`src/rtl/sprite_pkg.sv`:
```
// sprite_pkg: shared types and constants for the sprite rendering stages.
//   SPR_W_DFLT / SPR_H_DFLT : default sprite geometry in pixels
//   ADDR_W                  : sprite RAM address width
//   rgb_t                   : 8/8/8 colour triple
//   PALETTE                 : 16-entry index -> colour table; 0 is black,
//                             4'hF is the pink transparency key colour
package sprite_pkg;

  localparam int SPR_W_DFLT = 20;
  localparam int SPR_H_DFLT = 40;
  localparam int ADDR_W     = 19;

  typedef struct packed {
    logic [7:0] r;
    logic [7:0] g;
    logic [7:0] b;
  } rgb_t;

  localparam rgb_t PALETTE [16] = '{
    '{8'h00, 8'h00, 8'h00},  // 0 black
    '{8'hFF, 8'hFF, 8'hFF},  // 1 white
    '{8'hFF, 8'h00, 8'h00},  // 2 red
    '{8'h00, 8'hFF, 8'h00},  // 3 green
    '{8'h00, 8'h00, 8'hFF},  // 4 blue
    '{8'hFF, 8'hFF, 8'h00},  // 5 yellow
    '{8'h00, 8'hFF, 8'hFF},  // 6 cyan
    '{8'h80, 8'h80, 8'h80},  // 7 grey
    '{8'hC0, 8'hC0, 8'hC0},  // 8 light grey
    '{8'h80, 8'h00, 8'h00},  // 9 maroon
    '{8'h00, 8'h80, 8'h00},  // A dark green
    '{8'h00, 8'h00, 8'h80},  // B navy
    '{8'hFF, 8'h80, 8'h00},  // C orange
    '{8'h80, 8'h40, 8'h00},  // D brown
    '{8'h40, 8'h40, 8'h40},  // E dark grey
    '{8'hFF, 8'h00, 8'hFF}   // F pink key
  };

endpackage

```
`src/rtl/sprite_palette.sv`:
```
// sprite_palette: combinational palette lookup shared by the sprite stages.
//   idx : 4-bit palette index
//   rgb : colour for that index (rgb_t)
module sprite_palette
  import sprite_pkg::*;
(
  input  logic [3:0] idx,
  output rgb_t       rgb
);

  assign rgb = PALETTE[idx];

endmodule

```
`src/rtl/sprite_pixel_fetch.sv`:
```
// sprite_pixel_fetch: turns the VGA scan position into sprite RAM reads and
// the returned palette index into an RGB colour plus an opaque-hit flag.
//   CLK, Reset           : pixel clock, synchronous active-high reset
//   DrawX, DrawY, blank  : scan position and active-video flag
//   vsync                : active-low vertical sync; its falling edge latches
//                          SpriteX/SpriteY/frame_sel/flip_h for the next frame
//   READ_ADDR / data_out : sprite RAM address out, palette index back (1-cycle)
//   sprite_hit, Red/Green/Blue : result, 3 clocks after the scan coordinate
module sprite_pixel_fetch
  import sprite_pkg::*;
#(
  parameter int         SPR_W      = SPR_W_DFLT,
  parameter int         SPR_H      = SPR_H_DFLT,
  parameter int         NUM_FRAMES = 2,
  parameter logic [3:0] KEY_IDX    = 4'hF,
  parameter logic [9:0] INIT_X     = 10'd100,
  parameter logic [9:0] INIT_Y     = 10'd200
) (
  input  logic              CLK,
  input  logic              Reset,
  input  logic [9:0]        DrawX,
  input  logic [9:0]        DrawY,
  input  logic              blank,
  input  logic              vsync,
  input  logic [9:0]        SpriteX,
  input  logic [9:0]        SpriteY,
  input  logic              frame_sel,
  input  logic              flip_h,
  output logic [ADDR_W-1:0] READ_ADDR,
  input  logic [3:0]        data_out,
  output logic              sprite_hit,
  output logic [7:0]        Red,
  output logic [7:0]        Green,
  output logic [7:0]        Blue
);

  localparam logic signed [10:0] DX_MAX     = 11'(SPR_W - 1);
  localparam logic signed [10:0] DY_MAX     = 11'(SPR_H - 1);
  localparam logic [ADDR_W-1:0]  W_A        = ADDR_W'(SPR_W);
  localparam logic [ADDR_W-1:0]  COL_MAX_A  = ADDR_W'(SPR_W - 1);
  localparam logic [ADDR_W-1:0]  FRAME_SZ_A = ADDR_W'(SPR_W * SPR_H);
  localparam logic [31:0]        NF_U       = 32'(NUM_FRAMES);

  logic        vsync_q;
  logic [9:0]  lat_x;
  logic [9:0]  lat_y;
  logic        lat_frame;
  logic        lat_flip;
  logic        frame_ok;

  logic signed [10:0]  dx_c;
  logic signed [10:0]  dy_c;
  logic                inbox_c;
  logic [ADDR_W-1:0]   col_c;
  logic [ADDR_W-1:0]   row_c;
  logic [ADDR_W-1:0]   base_c;
  logic [ADDR_W-1:0]   addr_c;

  logic  vld_p0;
  logic  vld_p1;
  logic  hit_c;
  rgb_t  pal_rgb;
  rgb_t  rgb_p2;

  // Out-of-range frame requests fall back to frame 0.
  assign frame_ok = {31'd0, frame_sel} < NF_U;

  // Offsets are signed so pixels left of / above the sprite compare as
  // negative instead of wrapping into the box.
  assign dx_c    = $signed({1'b0, DrawX}) - $signed({1'b0, lat_x});
  assign dy_c    = $signed({1'b0, DrawY}) - $signed({1'b0, lat_y});
  assign inbox_c = blank && (dx_c >= 11'sd0) && (dx_c <= DX_MAX)
                         && (dy_c >= 11'sd0) && (dy_c <= DY_MAX);

  // Only used when inbox_c holds, so the low 10 bits are the true offset.
  assign col_c  = lat_flip ? (COL_MAX_A - {9'd0, dx_c[9:0]}) : {9'd0, dx_c[9:0]};
  assign row_c  = {9'd0, dy_c[9:0]} * W_A;
  assign base_c = {{(ADDR_W-1){1'b0}}, lat_frame} * FRAME_SZ_A;
  assign addr_c = base_c + row_c + col_c;

  assign hit_c = vld_p1 && (data_out != KEY_IDX);

  sprite_palette u_palette (
    .idx (data_out),
    .rgb (pal_rgb)
  );

  always_ff @(posedge CLK) begin
    if (Reset) begin
      vsync_q    <= 1'b1;
      lat_x      <= INIT_X;
      lat_y      <= INIT_Y;
      lat_frame  <= 1'b0;
      lat_flip   <= 1'b0;
      READ_ADDR  <= '0;
      vld_p0     <= 1'b0;
      vld_p1     <= 1'b0;
      sprite_hit <= 1'b0;
      rgb_p2     <= '0;
    end else begin
      vsync_q <= vsync;
      if (vsync_q && !vsync) begin
        lat_x     <= SpriteX;
        lat_y     <= SpriteY;
        lat_frame <= frame_ok ? frame_sel : 1'b0;
        lat_flip  <= flip_h;
      end
      // Stage 0: coordinate -> RAM address
      READ_ADDR <= inbox_c ? addr_c : '0;
      vld_p0    <= inbox_c;
      // Stage 1: RAM read in flight
      vld_p1    <= vld_p0;
      // Stage 2: index -> colour / hit
      sprite_hit <= hit_c;
      rgb_p2     <= hit_c ? pal_rgb : '0;
    end
  end

  assign Red   = rgb_p2.r;
  assign Green = rgb_p2.g;
  assign Blue  = rgb_p2.b;

endmodule

```
`config.mk`:
```
export PLATFORM = sky130hd
export DESIGN_NAME = sprite_pixel_fetch
export DESIGN_NICKNAME = d
export VERILOG_FILES = /design/src/rtl/sprite_pkg.sv /design/src/rtl/sprite_palette.sv /design/src/rtl/sprite_pixel_fetch.sv
export SDC_FILE = /design/constraint.sdc
export NUM_CORES = 1
export LEC_CHECK = 0
export ABC_AREA = 1
export BUFFER_PORTS_ARGS = -buffer_cell sky130_fd_sc_hd__buf_2
export CAP_MARGIN = 20
export CELL_PAD_IN_SITES_DETAIL_PLACEMENT = 0
export CELL_PAD_IN_SITES_GLOBAL_PLACEMENT = 2
export CORE_UTILIZATION = 31
export CTS_BUF_LIST = sky130_fd_sc_hd__clkbuf_4 sky130_fd_sc_hd__clkbuf_8 sky130_fd_sc_hd__clkbuf_16
export DETAILED_ROUTE_END_ITERATION = 10
export PLACE_DENSITY_LB_ADDON = 0.2
export SLEW_MARGIN = 20
export SYNTH_ARGS = -nofsm -noshare
export SYNTH_HDL_FRONTEND = slang
export SYNTH_HIERARCHICAL = 1
export SYNTH_SLANG_ARGS = --single-unit
```
`constraint.sdc`:
```
create_clock -name CLK -period 6.2 [get_ports CLK]
set_clock_uncertainty 0.15 [all_clocks]
set_input_delay 0.31 -clock CLK [delete_from_list [all_inputs] [get_ports CLK]]
set_output_delay 0.31 -clock CLK [all_outputs]
set_load 0.1 [all_outputs]
```
Yosys cells after proc, flatten, opt, wreduce, memory -nomap -nowiden
Memories as Yosys holds them, arrays and structs flattened. A register that Yosys moved wholly into a read port is not among the register bits.
Cells that the tools add are included.
Word-level totals
  memory bits (writable): 0
  input port bits: 50
  memory bits (read-only): 384
  memories kept: 1
  output and inout bits: 44
  word-level logic and storage cells: 35
  bits in registers: 45
  latch bits: 0
Memory list
  (name not given): depth 16, width 24, rd ports 1, clocked after memory_dff 1, wr ports 0, line sprite_palette.sv:11  | assign rgb = PALETTE[idx];
Operators by class
  order comparisons: 4
  $mul: 2
  shift operators: 0
  eq/ne operators: 1
  muxes and demuxes: 1
  bitwise operators: 3
  reductions and logical operators: 9
  divide/modulo/power cells: 0
  add/subtract/negate cells: 5
Operator list (count)
  >= comparator 11 x 1 -> 1 bit (second input constant): 2
  subtractor 10 x 10 -> 11 bit: 2
  adder 16 x 19 -> 19 bit: 1
  two-way mux 19 bit: 1
  adder 11 x 15 -> 16 bit: 1
  multiplier 10 x 3 -> 13 bit (second input constant): 1
  <= comparator 11 x 6 -> 1 bit (second input constant): 1
  <= comparator 11 x 7 -> 1 bit (second input constant): 1
  subtractor 5 x 10 -> 11 bit (first input constant): 1
  logical AND 1 bit: 6
  multiplier 1 x 5 -> 6 bit (second input constant): 1
  NOT 4 -> 5 bit: 1
  != test 4 bit (second input constant): 1
  OR reduction 2 bit: 2
  NOT 1 bit: 2
  logical NOT 1 bit: 1

Depth between registers and ports, before layout
Gate-level depths: netlist (run 1).
  depth in word-level cells: 8
  mapped depth: 34
  mapped depth without buffers: 34

Hierarchy
Netlist (run 1), hierarchy kept.
Modules (own cells, without submodules)
  sprite_pixel_fetch: area an instance 4769.6 um^2, cells an instance 675, instances 1, sequential area each 1381.3 um^2
  sprite_palette: area an instance 429.2 um^2, cells an instance 78, instances 1, sequential area each 0.0 um^2

Worst setup path before layout (run 1)
Ideal clock, no wire load.
  path kind: input -> register
  start: in DrawY[0]
  end: reg READ_ADDR[16]
  path slack: 1752 ps
  data required time: 5938 ps
  library setup time: 112 ps
  data arrival time: 4187 ps
  stages on the path: 29
  path buffers: 0
  cells stage by stage: inv_1 -> ha_1 -> fa_1 -> inv_1 -> nand3_1 -> nand2_1 -> nand2_1 -> nand2_1 -> inv_1 -> ha_1 -> fa_1 -> nand3_1 -> nand3_1 -> a21oi_1 -> nor2_1 -> nor2_1 -> xor2_1 -> inv_1 -> ha_1 -> ha_1 -> a21oi_1 -> o21ai_0 -> a21o_1 -> nor2_1 -> inv_1 -> nand3_1 -> nand2_1 -> inv_1 -> nor2_2
Between the ends
  cells in the longest elaborated chain, start to end: 6
  elaborated cells between the ends (all ways): 10
  those cells by class: add/sub (3); mul (1); order compare (2); bitwise (1); reduce/logical (3)
Ends and longest elaborated chain
  from (decl): line sprite_pixel_fetch.sv:22  | input logic [9:0] DrawY,
  subtractor 10 x 10 -> 11 bit (*): line sprite_pixel_fetch.sv:71  | assign dy_c = $signed({1'b0, DrawY}) - $signed({1'b0, lat_y});
  branches (longest 5 deep; another with adder 16 x 19 -> 19 bit)
  to (signal assigned): line sprite_pixel_fetch.sv:109  | READ_ADDR <= inbox_c ? addr_c : '0;
  to (decl): line sprite_pixel_fetch.sv:29  | output logic [ADDR_W-1:0] READ_ADDR,
Every way passes the cells marked *.
A chain may end at the register's enable or synchronous reset.

Final worst setup path (run 1)
  start: reg lat_y[4]
  end: reg READ_ADDR[17]
Between the ends
  cells in the longest elaborated chain, start to end: 6
  elaborated cells between the ends (all ways): 10
  those cells by class: add/sub (3); mul (1); order compare (2); bitwise (1); reduce/logical (3)
Ends and longest elaborated chain
  from (decl): line sprite_pixel_fetch.sv:46  | logic [9:0] lat_y;
  from (signal assigned): line sprite_pixel_fetch.sv:104  | lat_y <= SpriteY;
  subtractor 10 x 10 -> 11 bit (*): line sprite_pixel_fetch.sv:71
  branches (longest 5 deep; another with adder 16 x 19 -> 19 bit)
Marked as above.

==> results.toml, run 1 <==
[run_status]
outcome = "completed"

[worst_setup_path]
path_max_fanout = 6
arrival_ns = 4.95
path_class = "flop to flop"
cp-end-kind = "flop"
slowest_delay_ns = 0.36
cp_common_cell = "nand2_1"
required_ns = 6.26
critPathLaunchType = "flop"
critPathSlowestCell = "ha_1"

[sta]
relSlewSlack = 0.418
maxSlewViolCount = 0
post-route-min-period_ns = 4.89
worstMarginPinSlew_ns = 0.871
max_freq_ghz = 0.205
rsz0062_at_grt = "false"
fin_crit_sh = 0.789
finalSetupViolCount = 0
setup_tns_ns = 0
hold_viol_final = 0

[finish]
fillers = 1792
antenna_cells = 0
final_common_cell = "nand2_1"
syn2layout_area_growth_pct = 17.0
multiInputGateArea_um2 = 3080
mostFrequentLayoutCells = "170 x nand2_1, 144 x inv_1, 93 x buf_2"
seq_area_um2 = 1380
drive_above_1_share = 0.179
nets = 949
finalInstanceArea_um2 = 6080

[cts]
htree_levels = 3
cts.sinks = 69
cts_buffers = 9
cts_tree = "done"
clk_pin_slew_ns = 0.06
post_cts_buffers = 0
ctsHoldBuffers = 1
cts-root-buf = "clkbuf_16"
insertion_delay_ns = 0.35
post_cts_resized = 0
ctsLongestPathBuffers = 2

[yosys]
synth_mux_area_frac = 0
synth-simple-area-share = 0.269
ys_ff_latch = 69
postSynthAreaPerCell_um2 = 6.90
synth_top_family_by_area = "simple AND/OR/NAND/NOR gates"
synth-adder-area-share = 0.179
synthesis.nets = 873
netlist_area_um2 = 5200
netlist_instances = 753
synth_compound_area_frac = 0.0970
ys_seq_area_frac = 0.266
synth_warnings = 6
synth_cell_types = 33
synthXorXnorAreaFrac = 0.0472

[power]
p_sw_frac = 0.448
p_switching_w = 0.00111
power.leakage_nw = 3.40
pwr-share-comb = 0.583
p_clk_frac = 0.232
p_per_area_nw_per_um2 = 408
totalPowerFinal_w = 0.00248
pwr-share-seq = 0.186
vdd_drop_max_mv = 0.190
intPower_w = 0.00137

[die]
num_rows = 46
die-height_um = 132
die_area_um2 = 17300
core-area_um2 = 16100
initial_core_util = 0.323
pin_count = 94
die_w_um = 132

[global_routing]
grt_max_degree = 31
grt.overflow.total = 0
grt_pass1_vias = 4331
antenna_found_initial = 0
grt_usage = 0.149
grt_pass1_wl_mm = 20.8

[detailed_routing]
ant_nets = 0
avgViaCountPerCell = 4.30
route.detailed.drc = 0
dr_total_vias = 4513
drt_iter0_drc = 173
routedWlPerCell_um = 11.6
first_pass_iters = 4
wl_mm = 12.2

[hold_path]
min_path_type = "input pin to flop"

[place]
hpwl_mm = 10.1
placed_area_um2 = 5740
place_congestion = 0.844
port_buffers = 93

[job]
maxCapViolCount = 0
worst paths after layout:
check                           cells past startpoint  slack, ns                       end             startpoint
worst min-delay path                                3       0.03     lat_x[5]$_SDFFE_PP1P_             SpriteX[5]
worst max-delay path                               30       1.31  READ_ADDR[17]$_SDFF_PP0_  lat_y[4]$_SDFFE_PP0P_
worst min register to register                      2       0.26         vld_p1$_SDFF_PP0_      vld_p0$_SDFF_PP0_
worst max register to register                     30       1.31  READ_ADDR[17]$_SDFF_PP0_  lat_y[4]$_SDFFE_PP0P_
Yosys cell counts:
cell | n | share of area
nand2_4 | 1 | 0.0022
a21oi_2 | 3 | 0.0051
buf_4 | 16 | 0.023
nand3b_1 | 5 | 0.0072
buf_2 | 1 | 0.00096
o211ai_1 | 6 | 0.0087
nand3_2 | 4 | 0.0077
nand2_1 | 170 | 0.12
and2_1 | 1 | 0.0012
nand2_2 | 8 | 0.0096
buf_6 | 3 | 0.0065
inv_1 | 144 | 0.10
clkinv_1 | 1 | 0.00072
a21oi_1 | 46 | 0.044
nand3_1 | 36 | 0.035
nor2_2 | 22 | 0.026
a21o_1 | 4 | 0.0058
nand4_1 | 9 | 0.011
a21boi_0 | 1 | 0.0014
xnor2_1 | 10 | 0.017
nor3_1 | 2 | 0.0019
o21a_1 | 1 | 0.0014
dfxtp_1 | 69 | 0.27
xor2_1 | 18 | 0.030
buf_1 | 2 | 0.0014
o21bai_1 | 1 | 0.0014
clkbuf_1 | 7 | 0.0051
or2_2 | 1 | 0.0012
inv_2 | 1 | 0.00072
nor2_1 | 60 | 0.043
fa_1 | 7 | 0.027
o21ai_0 | 30 | 0.029
ha_1 | 63 | 0.15
registers in the layout, summed over array words and instances, names as in the netlist:
name        flops
Red             8
vld_p1          1
vsync_q         1
READ_ADDR      19
Green           8
lat_x          10
Blue            8
vld_p0          1
lat_frame       1
lat_y          10
lat_flip        1
sprite_hit      1
final cells by class:
class                   instances  area share
clock inverters                 6      0.0154
well taps                     216      0.0444
repair buffers                 94      0.0781
clock buffers                  10      0.0393
inverters                     146      0.0901
multi-input cells             509       0.506
flip-flops and latches         69       0.227
cell families after synthesis:
group / count (synthesis)
buffers and inverters: 175
adder cells (fa/ha/maj): 70
AND/OR/NAND/NOR: 319
XOR/XNOR: 28
flip-flops: 69
AO/OA/AOI/OAI: 92
routing by layer:
layer / share of wire / GRT usage / routed length, um / vias up
met3: 0.040 / 0.0336 / 488 / 17
li1: - / - / - / 2478
met5: 0 / 0 / 0 / -
met4: 0.022 / 0.0601 / 265 / 0
met1: 0.51 / 0.199 / 6210 / 1929
met2: 0.43 / 0.230 / 5210 / 89
worst max-delay path: cells and delay by family, from the launching register on:
| family | cells | cell delay (ns) |
|---|---|---|
| fa+ha+maj | 4 | 1.28 |
| compound gates | 5 | 0.99 |
| simple gates | 15 | 1.69 |
| buf+inv | 6 | 0.35 |
| flops | 1 | 0.31 |
power by group through the flow:
stage               logic, W  registers [W]  clock network [W]
finish               0.00145       0.000461           0.000575
global placement     0.00145       0.000470                  0
global route         0.00167       0.000462           0.000617
floorplan            0.00117       0.000468                  0
detailed placement   0.00145       0.000471                  0
CTS                  0.00146       0.000461           0.000590
per-stage QoR:
stage / instances / utilization / setup slack [ns] / hold slack [ns]
after global placement: 1033 / 0.356 / 1.34 / 0.250
after CTS: 1050 / 0.378 / 1.33 / 0.0184
final: 1050 / 0.378 / 1.31 / 0.0277
after global routing: 1050 / 0.378 / 0.892 / 0.0329
after detailed placement: 1033 / 0.356 / 1.23 / 0.244
after floorplan: 753 / - / 1.75 / 0.231
No activity file was read; power rests on OpenSTA's default activity.
==> run 2: changes to the inputs <==
Settings changed: CORE_UTILIZATION 31 to 28.
Clock period 6.2 ns to 4.3 ns, I/O delays scaled along.
==> results.toml, run 2 (synthesized netlist as in run 1, its figures left out) <==
[power]
p_per_area_nw_per_um2 = 672
vdd_drop_max_mv = 0.306
power.leakage_nw = 3.86

[cts]
htree_levels = 3
cts.sinks = 69
insertion_delay_ns = 0.34
cts-root-buf = "clkbuf_16"
cts_buffers = 9
clk_pin_slew_ns = 0.06
cts_tree = "done"
ctsLongestPathBuffers = 2

[detailed_routing]
wl_mm = 13.6
wl_met3_um = 460
route.detailed.drc = 11
dr_total_vias = 4892
met1Wirelength_mm = 6.58
first_pass_iters = 7
wl_met2_mm = 6.34
avgViaCountPerCell = 4.24
drt_iter0_drc = 114
ant_nets = 0
top_layer = "met4"
routedWlPerCell_um = 11.8

[worst_setup_path]
r2r_end = "READ_ADDR[17]$_SDFF_PP0_"
worstRegToRegCells = 25
timing.rr.start = "lat_y[0]$_SDFFE_PP0P_"
required_ns = 4.37
critPathLaunchType = "flop"
r2r_slack_ns = 0.09
cp-end-kind = "flop"
arrival_ns = 4.27
path_class = "flop to flop"
path_max_fanout = 5

[sta]
rsz0062_at_grt = "true"
whs_ns = 0.00864
post-route-min-period_ns = 4.21
relSlewSlack = 0.469
setup_tns_ns = 0
hold_viol_final = 0
max_freq_ghz = 0.238
worstMarginPinSlew_ns = 0.796
finalSetupViolCount = 0
fin_crit_sh = 0.978
maxSlewViolCount = 0

[job]
maxCapViolCount = 0

[die]
die_w_um = 138
die_area_um2 = 19100
die-height_um = 138
initial_core_util = 0.287
num_rows = 49
core-area_um2 = 18100
pin_count = 94

[finish]
mostFrequentLayoutCells = "157 x nand2_1, 129 x inv_1, 93 x buf_2"
largest_reg_flops = 19
drive_above_1_share = 0.352
final_common_cell = "nand2_1"
largest_register = "READ_ADDR"
largestRegisters = "READ_ADDR x19, lat_x x10, lat_y x10"
nets = 1042
syn2layout_area_growth_pct = 41.9
finalInstanceArea_um2 = 7380
antenna_cells = 0
finalNonFillerCells = 1155

[hold_path]
hold_end = "lat_x[4]$_SDFFE_PP0P_"
holdPathStages = 3
min_from = "SpriteX[4]"
min_path_type = "input pin to flop"

[global_routing]
grt_pass1_vias = 4816
grt.overflow.total = 0
grt_pass1_wl_mm = 22.5
grt_usage = 0.147
grt_max_degree = 31
antenna_found_initial = 0

[place]
place_inst = 1123
port_buffers = 93
placed_area_um2 = 6360
place_congestion = 0.827
hpwl_mm = 10.9

[run_status]
violations = "design-rule violations"
outcome = "finished with violations"
run 2: cell types whose count changed in the layout (fill, tap and decap cells not counted), sizes merged:
cell and change:
clkinv +1, buf +84, dlygate4sd3 +9, bufinv -1, inv -1
run 2: what timing repair did:
action	CTS	global route
gates resized for setup	50	69
setup endpoints to repair	10	10
hold buffers	10	0
pin swaps	22	50
endpoints found under the hold margin	10	0
buffers inserted	2	5
run 2: per-layer routing:
metal  track usage  vias to the layer above
met4        0.0432                        0
met2         0.253                       89
met3        0.0319                       15
met5             0                        -
met1         0.185                     2126
li1              -                     2662
run 2: worst max-delay path: stages, from the launching register on:
cell	delay, ns
dfxtp_2	0.33
ha_4	0.16
fa_2	0.39
buf_6	0.14
xnor2_4	0.15
ha_4	0.18
ha_4	0.16
fa_2	0.40
nand3_2	0.08
nand3_2	0.11
buf_4	0.15
a21oi_1	0.15
xnor2_1	0.15
ha_1	0.28
ha_4	0.33
inv_4	0.05
nor3_4	0.16
nand3_1	0.09
nand4_1	0.10
nand2_1	0.06
nand2_1	0.08
inv_1	0.04
nand2_1	0.05
nand2_1	0.06
inv_2	0.05
nor2_2	0.03
run 2: final cells by class:
class	count	area (um2)
fill	1919	10700
multi-input combinational	509	3650
sequential	69	1390
clock inverter	5	60.1
clock buffer	10	239
inverter	146	553
tap	229	287
timing repair buffer	187	1200
run 2: how the worst max path moves through the flow:
stage / start / to / slack [ns] / depth (start not counted)
3_3_place_gp: DrawY[0] / READ_ADDR[16]$_SDFF_PP0_ / -0.28 / 27
6_report: lat_y[0]$_SDFFE_PP0P_ / READ_ADDR[17]$_SDFF_PP0_ / 0.09 / 25
2_1_floorplan: lat_y[0]$_SDFFE_PP0P_ / READ_ADDR[17]$_SDFF_PP0_ / 0.002 / 32
5_1_grt: lat_y[0]$_SDFFE_PP0P_ / READ_ADDR[17]$_SDFF_PP0_ / -0.18 / 32
3_5_place_dp: DrawY[0] / READ_ADDR[13]$_SDFF_PP0_ / -0.34 / 25
4_1_cts: lat_y[0]$_SDFFE_PP0P_ / READ_ADDR[17]$_SDFF_PP0_ / 0.005 / 27
run 2: stage by stage:
step / power (W) / worst slack (ns) / utilization
final: 0.00496 / 0.0925 / 0.408
after global routing: 0.00542 / -0.178 / 0.408
after CTS: 0.00467 / 0.00520 / 0.392
after detailed placement: 0.00346 / -0.342 / 0.352
after global placement: 0.00350 / -0.276 / 0.352
after floorplan: 0.00242 / 0.00204 / -
run 2: power breakdown:
part | total, W | switching, W | internal, W | leakage [nW]
logic | 0.00354 | 0.00175 | 0.00179 | 3.16
clock network | 0.000760 | 0.000297 | 0.000464 | 0.145
registers | 0.000664 | 0.00000796 | 0.000656 | 0.563
total | 0.00496 | 0.00206 | 0.00291 | 3.86
